**config.mk**
```make
export PLATFORM = sky130hd
export DESIGN_NAME = pu_accum_queue_flat
export DESIGN_NICKNAME = d
export VERILOG_FILES = /design/src/rtl/pu_accum_queue_if.sv /design/src/rtl/pu_accum_queue.sv /design/src/flat_wrapper.sv
export SDC_FILE = /design/constraint.sdc
export NUM_CORES = 1
export LEC_CHECK = 0
export CORE_MARGIN = 2
export CORE_UTILIZATION = 44
export DETAILED_ROUTE_END_ITERATION = 8
export GPL_ROUTABILITY_DRIVEN = 0
export GPL_TIMING_DRIVEN = 0
export PLACE_DENSITY = 0.65
export SETUP_SLACK_MARGIN = 0.1
export SLEW_MARGIN = 0
export SYNTH_ARGS = -nofsm -noshare
export SYNTH_HDL_FRONTEND = slang
export SYNTH_SLANG_ARGS = --single-unit
```
**constraint.sdc**
```tcl
create_clock -name clk -period 2.9 [get_ports clk]
set_input_delay 0.435 -clock clk [delete_from_list [all_inputs] [get_ports clk]]
set_output_delay 0.435 -clock clk [all_outputs]
set_load 0.01 [all_outputs]
```
**src/rtl/pu_accum_queue_if.sv**
```systemverilog
// Processing-unit bus slot of the multi-result accumulator: command strobes and operand in,
// queue status and popped result out.
interface pu_accum_queue_if #(
    parameter int DATA_WIDTH = 32,
    parameter int ATTR_WIDTH = 4
);
    // Every strobe is a single-cycle command sampled on each rising edge. There is no
    // valid/ready backpressure: the scheduler consults full/empty before issuing, and a
    // command that cannot be honoured (commit on full, pop on empty) is dropped into err.
    logic                  signal_load;
    logic                  signal_init;
    logic                  signal_neg;
    logic                  signal_commit;
    logic                  signal_oe;
    logic [DATA_WIDTH-1:0] data_in;
    logic [ATTR_WIDTH-1:0] attr_in;
    logic [DATA_WIDTH-1:0] data_out;
    logic [ATTR_WIDTH-1:0] attr_out;
    logic                  full;
    logic                  empty;
    logic                  err;

    modport master (
        output signal_load, signal_init, signal_neg, signal_commit, signal_oe,
        output data_in, attr_in,
        input  data_out, attr_out, full, empty, err
    );

    modport slave (
        input  signal_load, signal_init, signal_neg, signal_commit, signal_oe,
        input  data_in, attr_in,
        output data_out, attr_out, full, empty, err
    );
endinterface

```
**src/rtl/pu_accum_queue.sv**
```systemverilog
// Signed accumulator with overflow detection/saturation that commits finished sums into a
// circular result queue, so accumulation of the next sum overlaps readout of earlier ones.
module pu_accum_queue #(
    parameter int DATA_WIDTH = 32,
    parameter int ATTR_WIDTH = 4,
    parameter int SIGN       = 0,
    parameter int OVERFLOW   = 1,
    parameter int DEPTH      = 4,
    parameter int SATURATE   = 0
) (
    input logic             clk,
    input logic             rst,
    pu_accum_queue_if.slave bus
);
    localparam int PW  = $clog2(DEPTH);
    localparam int CW  = $clog2(DEPTH + 1);
    localparam int MSB = DATA_WIDTH - 1;
    localparam logic [DATA_WIDTH-1:0] MAX_VAL    = {1'b0, {MSB{1'b1}}};
    localparam logic [DATA_WIDTH-1:0] MIN_VAL    = {1'b1, {MSB{1'b0}}};
    localparam logic [CW-1:0]         FULL_COUNT = CW'(DEPTH);

    logic [DATA_WIDTH-1:0] acc, acc_next, op, base, sum;
    logic                  ovf, ovf_next, neg_min, add_ovf, ld_ovf;
    logic [ATTR_WIDTH-1:0] entry_attr;

    logic [DATA_WIDTH-1:0] data_mem [DEPTH];
    logic [ATTR_WIDTH-1:0] attr_mem [DEPTH];
    logic [PW-1:0]         wr_ptr, rd_ptr;
    logic [CW-1:0]         count;
    logic                  is_full, is_empty;
    logic                  pop_ok, pop_err, push_ok, push_err;

    // Only the overflow attribute bit feeds the datapath.
    logic unused_attr;
    assign unused_attr = ^bus.attr_in;

    always_comb begin
        op       = bus.signal_neg ? -bus.data_in : bus.data_in;
        neg_min  = bus.signal_neg && (bus.data_in == MIN_VAL);
        base     = bus.signal_init ? '0 : acc;
        sum      = base + op;
        add_ovf  = (base[MSB] == op[MSB]) && (sum[MSB] != base[MSB]);
        ld_ovf   = add_ovf || neg_min;
        acc_next = acc;
        ovf_next = ovf;
        if (bus.signal_load) begin
            acc_next = sum;
            // Negating the most-negative value is a positive operand that cannot be represented.
            if ((SATURATE != 0) && ld_ovf)
                acc_next = (neg_min || !op[MSB]) ? MAX_VAL : MIN_VAL;
            ovf_next = (ovf && !bus.signal_init) || ld_ovf || bus.attr_in[OVERFLOW];
        end
        entry_attr           = '0;
        entry_attr[SIGN]     = acc_next[MSB];
        entry_attr[OVERFLOW] = ovf_next;
    end

    always_comb begin
        is_full  = (count == FULL_COUNT);
        is_empty = (count == '0);
        pop_ok   = bus.signal_oe && !is_empty;
        pop_err  = bus.signal_oe && is_empty;
        // A same-cycle pop frees the slot a commit on a full queue needs; an empty queue
        // is never bypassed, so the pop fails while the push still lands.
        push_ok  = bus.signal_commit && (!is_full || pop_ok);
        push_err = bus.signal_commit && is_full && !pop_ok;
    end

    always_ff @(posedge clk or negedge rst) begin
        if (!rst) begin
            acc          <= '0;
            ovf          <= 1'b0;
            wr_ptr       <= '0;
            rd_ptr       <= '0;
            count        <= '0;
            bus.data_out <= '0;
            bus.attr_out <= '0;
            bus.err      <= 1'b0;
        end else begin
            if (bus.signal_commit) begin
                acc <= '0;
                ovf <= 1'b0;
            end else begin
                acc <= acc_next;
                ovf <= ovf_next;
            end
            if (push_ok) wr_ptr <= wr_ptr + PW'(1);
            if (pop_ok)  rd_ptr <= rd_ptr + PW'(1);
            count        <= count + CW'(push_ok) - CW'(pop_ok);
            bus.data_out <= pop_ok ? data_mem[rd_ptr] : '0;
            bus.attr_out <= pop_ok ? attr_mem[rd_ptr] : '0;
            bus.err      <= bus.err || push_err || pop_err;
        end
    end

    // Storage needs no reset: count/pointers alone decide which entries are live.
    always_ff @(posedge clk) begin
        if (push_ok) begin
            data_mem[wr_ptr] <= acc_next;
            attr_mem[wr_ptr] <= entry_attr;
        end
    end

    assign bus.full  = is_full;
    assign bus.empty = is_empty;
endmodule

```
**src/flat_wrapper.sv**
```systemverilog
// flat-port wrapper written by rule: the top's interface ports become plain ports
module pu_accum_queue_flat 
#(
    parameter int DATA_WIDTH = 32,
    parameter int ATTR_WIDTH = 4,
    parameter int SIGN       = 0,
    parameter int OVERFLOW   = 1,
    parameter int DEPTH      = 4,
    parameter int SATURATE   = 0
)
  (clk, rst, bus_signal_load, bus_signal_init, bus_signal_neg, bus_signal_commit, bus_signal_oe, bus_data_in, bus_attr_in, bus_data_out, bus_attr_out, bus_full, bus_empty, bus_err);
  pu_accum_queue_if #(.DATA_WIDTH(DATA_WIDTH), .ATTR_WIDTH(ATTR_WIDTH)) bus_i ();
  input logic clk;
  input logic rst;
  input wire logic [$bits(bus_i.signal_load)-1:0] bus_signal_load;
  input wire logic [$bits(bus_i.signal_init)-1:0] bus_signal_init;
  input wire logic [$bits(bus_i.signal_neg)-1:0] bus_signal_neg;
  input wire logic [$bits(bus_i.signal_commit)-1:0] bus_signal_commit;
  input wire logic [$bits(bus_i.signal_oe)-1:0] bus_signal_oe;
  input wire logic [$bits(bus_i.data_in)-1:0] bus_data_in;
  input wire logic [$bits(bus_i.attr_in)-1:0] bus_attr_in;
  output wire logic [$bits(bus_i.data_out)-1:0] bus_data_out;
  output wire logic [$bits(bus_i.attr_out)-1:0] bus_attr_out;
  output wire logic [$bits(bus_i.full)-1:0] bus_full;
  output wire logic [$bits(bus_i.empty)-1:0] bus_empty;
  output wire logic [$bits(bus_i.err)-1:0] bus_err;
  assign bus_i.signal_load = bus_signal_load;
  assign bus_i.signal_init = bus_signal_init;
  assign bus_i.signal_neg = bus_signal_neg;
  assign bus_i.signal_commit = bus_signal_commit;
  assign bus_i.signal_oe = bus_signal_oe;
  assign bus_i.data_in = bus_data_in;
  assign bus_i.attr_in = bus_attr_in;
  assign bus_data_out = bus_i.data_out;
  assign bus_attr_out = bus_i.attr_out;
  assign bus_full = bus_i.full;
  assign bus_empty = bus_i.empty;
  assign bus_err = bus_i.err;
  pu_accum_queue #(.DATA_WIDTH(DATA_WIDTH), .ATTR_WIDTH(ATTR_WIDTH), .SIGN(SIGN), .OVERFLOW(OVERFLOW), .DEPTH(DEPTH), .SATURATE(SATURATE)) u_core (.clk(clk), .rst(rst), .bus(bus_i));
endmodule
```
* After elaboration in Yosys (flattened, before gate mapping) *
Memory sizes are Yosys's and may differ from the RTL's.
Index checks and enable logic that the tools add are counted.

word-level totals
  bits in registers = 77
  bits in writable memories = 136
  input port bits = 43
  output and inout bits = 39
  word-level logic and storage cells = 49
  memories = 2

memory list
  name             words  width  read ports  clocked after Yosys merged registers in  wr ports  RTL line              source
  u_core.data_mem  4      32     1           0                                        1         pu_accum_queue.sv:26  logic [DATA_WIDTH-1:0] data_mem [DEPTH];
  u_core.attr_mem  4      2      1           0                                        1         pu_accum_queue.sv:27  logic [ATTR_WIDTH-1:0] attr_mem [DEPTH];

operators by class
  add/subtract/negate cells = 6
  equal/unequal tests = 4
  muxes and demuxes = 10
  reduce and logical (&&, ||, !) cells = 19

operator list
  cell                                         count
  2-to-1 mux 32 bit                            5
  adder 32 bit                                 1
  equality test 32 bit, second input constant  1
  negation 32 bit                              1
  logical AND 1 bit                            8
  logical OR 1 bit                             6
  adder 2 x 1 -> 2 bit, second input constant  2
  logical NOT 1 bit                            4
  2-to-1 mux 1 bit                             4
  2-to-1 mux 4 bit                             1
  adder 3 x 1 -> 3 bit                         1
  equality test 3 bit, second input constant   1
  logical NOT 3 bit                            1
  subtractor 3 x 1 -> 3 bit                    1
  equality test 1 bit                          1
  inequality test 1 bit                        1

* Logic depth before layout (Yosys ltp) *
  depth after elaboration = 10
  gate-level depth with buffers = 19
  gate-level depth less buffers = 18

* Least setup slack after synthesis *
Ideal clock, no wire load.

  kind = input to register
  start = input bus_data_in[1]
  end = memory u_core.attr_mem[0][0] (netlist bit), data pin
  setup time = 278 ps
  data arrival time = 4,079 ps
  path slack = -1,457 ps
  stages = 18
  path through = inv_1 ha_1 nand2_1 or2_2 or4_1 or2_2 o41ai_1 xnor2_1 ha_1 or2_2 o31a_1 a41o_1 nor2b_1 o211ai_1 a31oi_1 xnor2_1 or2_1 nand3_1

on the way
  cells in the longest elaborated chain, start to end = 4

RTL lines
  what                     RTL line              source
  start, declared          flat_wrapper.sv:20    input wire logic [$bits(bus_i.data_in)-1:0] bus_data_in;
  negation 32 bit          pu_accum_queue.sv:38  op = bus.signal_neg ? -bus.data_in : bus.data_in;
  2-to-1 mux 32 bit *      pu_accum_queue.sv:38
  adder 32 bit *           pu_accum_queue.sv:41  sum = base + op;
  2-to-1 mux 32 bit *      pu_accum_queue.sv:46  if (bus.signal_load) begin
  net u_core.acc_next[31]  pu_accum_queue.sv:22  logic [DATA_WIDTH-1:0] acc, acc_next, op, base, sum;
  end, declared            pu_accum_queue.sv:27

Mark *: on every way through the listed nets, which the timed path passes. The rest lies on a longest branch.

* Worst setup path after layout *
  start = input bus_data_in[6]
  end = memory u_core.attr_mem[0][0] (netlist bit), data pin

Same word-level chain as after synthesis.

==> flow_summary.yaml <==
pwr:
  pwr-share-clk_pct: 27.6
  p_comb_share_pct: 32.2
  ir_drop_mv: 0.3434
  p_leak_nw: 5.314
  p_sw_share_pct: 28.68
  power_density_nw_per_um2: 768.8
  p_sw_mw: 2.948
  seq_power_share_pct: 40.1
  p_int_mw: 7.332
critical_path:
  reg2reg_slack_ns: -0.36
  cp-start-kind: "input port"
  reg2reg_from: "u_core.acc[10]$_DFF_PN0_"
  r2r-end: "u_core.data_mem[0][19]$_DFFE_PP_"
  slowest_stage: "or4_4"
  cp_slowest_stage_delay_ns: 0.53
  crit_type: "input port to flip-flop"
  arrival_ns: 4.25
  critPathMaxFanout: 4
  crit_chain: "buf_8, or4_4, or4_4, or2_4, o41ai_4, xnor2_1, ha_1, a211oi_2, o211ai_1, a41o_1, nor2b_4, o211ai_1, a31oi_2, xnor2_1, or2_1, nand3_2"
  rr_worst_depth: 12
  required_ns: 3.13
  end_kind: "flip-flop"
drt:
  ant_nets: 0
  dr.pass1.iters: 4
  drt_iter0_markers: 288
  vias: 6796
  drc_errors: 0
  wire_per_inst_microns: 19.17
  drt_wl_total_mm: 24.32
  viasPerCell: 5.355
timing:
  setup_violations: 105
  finalCritPeriodShare_pct: 138.4
  slew_headroom_pct: 31.78
  max_freq_mhz: 249.2
  fin_ws_ns: -1.112
  rsz0062_at_grt: "true"
  fin_crit_ns: 4.012
  report.final.slew_viol_count: 0
  fin_hold_ws_ns: 0.4319
  tightestPinTransition_ns: 1.023
  hold_violations: 0
  fin_worst_skew_ns: 0.01300
synth:
  yosys.area.top_type: "edfxtp_1"
  synth_most_common_cell: "edfxtp_1"
  yosysUniqueCellTypes: 67
  syn_inst: 789
  synth_seq_cells: 206
  muxShareOfSynthArea_pct: 9.941
  synth-main-ff-cell: "edfxtp_1"
  synth_seq_area_share_pct: 56.01
  async_flop_share_pct: 35.92
  synth-compound-area-share_pct: 8.905
  ys_warn_count: 0
  netlist_area_sq_um: 10380
  synth_adder_area_share_pct: 5.085
  ys_top_cells_by_count: "132 x edfxtp_1, 74 x dfrtp_1, 65 x and2_1"
  synth_top_family_by_area: "simple AND/OR/NAND/NOR gates"
  synth_top_area_share_pct: 38.17
  syn_area_per_cell_sq_um: 13.16
  synth_xor_area_share_pct: 4.627
  yosys.area_share.simple_pct: 13.00
  synth_area_leaders: "edfxtp_1 38%, dfrtp_1 18%, mux4_2 7.2%"
  synth-edff-count: 132
cts:
  clk_latency_ns: 0.51
  clock_path_buffers: 3
  cts-root-buf: "clkbuf_16"
  clk_pin_slew_ns: 0.06
  cts_tree: "yes"
  cts_sinks: 206
  htreeDepth: 1
  cts_buffers: 22
run_status:
  status: "finished with violations"
  violations: "negative setup slack"
floorplanning:
  start_util_pct: 44.50
  core_sq_um: 23330
  die_height_microns: 157.6
  ios: 82
  die_w_microns: 157.6
  die-area_sq_um: 24840
  row_count: 56
finish:
  drive_gt1_share_pct: 27.26
  nFillCells: 1888
  diodes: 0
  area_delta_synth_final_pct: 28.77
  stdcell_area_sq_um: 13370
  nets: 1018
  utilization_pct: 57.31
global_routing:
  grt_max_degree: 44
  grt_use_total_pct: 19.82
  grt_pass1_vias: 7042
  grt-ovfl-total: 0
  antenna_found_initial: 0
  grt_pass1_wl_mm: 37.92
placement:
  placedInstanceArea_sq_um: 11830
  place_hpwl_mm: 16.34
  port_buffers: 76
min_path:
  hold_class: "input port to asynchronous set/reset pin"
run:
  maxCapViolations: 0
[worst max-delay path: cells and delay by family]
kind | cells | cell delay, ns
buffers and inverters | 1 | 0.10
AO/OA/AOI/OAI | 6 | 1.23
adder cells (fa/ha/maj) | 1 | 0.37
AND/OR/NAND/NOR | 6 | 1.76
XOR/XNOR | 2 | 0.33
[layout by cell type (no fill, tap or decap), types with 6 or more instances in the layout]
cell and n:
a21oi_2 10, clkdlybuf4s50_1 53, buf_4 40, nor2b_1 32, nand2_1 31, dlygate4sd2_1 6, mux2_2 10, dfrtp_1 74
clkbuf_16 23, a21oi_1 17, xor2_1 6, nand2b_1 15, inv_1 21, nor2_1 24, clkbuf_1 20, o21ai_0 17
ha_1 34, and2_1 56, buf_6 7, nand3_1 6, mux4_2 33, dlymetal6s2s_1 6, nor3_1 6, a21o_1 13
mux2_4 13, clkbuf_8 7, a31oi_1 6, xnor2_1 43, edfxtp_1 132, o21a_1 6
[final cells by class]
cell class / count / area (sq um) / share of cell area [%]
Timing Repair Buffer: 120 / 1201 / 8.983
Clock inverter: 8 / 95.09 / 0.7111
Clock buffer: 32 / 639.4 / 4.781
Sequential cell: 206 / 5816 / 43.49
Inverter: 24 / 107.6 / 0.8047
Multi-Input combinational cell: 526 / 4893 / 36.60
Buffer: 34 / 220.2 / 1.647
Tap cell: 319 / 399.1 / 2.985
[worst max path at each step]
stage,from,endpoint,slack [ns]
after floorplan,bus_data_in[8],u_core.attr_mem[0][0]$_DFFE_PP_,-1.22
after CTS,bus_data_in[6],u_core.attr_mem[0][0]$_DFFE_PP_,-1.09
after global placement,bus_data_in[1],u_core.data_mem[0][30]$_DFFE_PP_,-2.37
after global routing,bus_data_in[6],u_core.data_mem[3][30]$_DFFE_PP_,-1.24
final,bus_data_in[6],u_core.attr_mem[0][0]$_DFFE_PP_,-1.11
after detailed placement,bus_data_in[1],u_core.data_mem[0][30]$_DFFE_PP_,-2.40
[cells by family after synthesis]
kind of cell	after synthesis
AND/OR/NAND/NOR	234
buffers and inverters	58
XOR/XNOR	54
adder cells (fa/ha/maj)	41
AO/OA/AOI/OAI	136
other	1
flip-flops	206
multiplexers	59
[through the flow]
| stage | TNS, ns | std cells | worst slack (ns) | total power [mW] |
|---|---|---|---|---|
| 5_1_grt | -96.20 | 1269 | -1.241 | 10.81 |
| 4_1_cts | -81.61 | 1258 | -1.087 | 10.32 |
| 3_3_place_gp | -464.21 | 1185 | -2.368 | 7.202 |
| 6_report | -86.54 | 1269 | -1.112 | 10.28 |
| 2_1_floorplan | -92.09 | 790 | -1.220 | 6.126 |
| 3_5_place_dp | -253.07 | 1190 | -2.400 | 7.333 |
[flip-flops by register name (all words and copies together) (netlist names)]
name,count
u_core.count,3
u_core.bus.data_out,31
u_core.attr_mem,8
u_core.bus.err,1
u_core.ovf,1
u_core.wr_ptr,2
u_core.data_mem,124
u_core.bus.attr_out,2
u_core.acc,32
u_core.rd_ptr,2
[power by group through the flow]
| stage | clock network, mW | logic [mW] | registers (mW) |
|---|---|---|---|
| after floorplan | 0 | 1.87 | 4.25 |
| after global placement | 0 | 3.01 | 4.19 |
| after detailed placement | 0 | 3.15 | 4.19 |
| after CTS | 2.89 | 3.29 | 4.14 |
| after global routing | 3.00 | 3.62 | 4.19 |
| final | 2.84 | 3.31 | 4.13 |
[metal layers]
metal	up-vias	routed length (microns)	track usage, %	share of wire [%]
li1	3184	-	-	-
met1	3394	10680	25.88	44
met2	170	11810	33.91	49
met3	48	1089	2.847	4.5
met4	0	736	6.883	3.0
met5	-	0	0	0
[timing repair]
item,4_1_cts,5_1_grt
gates resized for setup,133,56
pin swaps,35,41
hold buffers,1,0
buffers inserted,27,12
hold endpoints to repair,31,0
setup endpoints to repair,150,126
(Power assumes the default switching activity.)
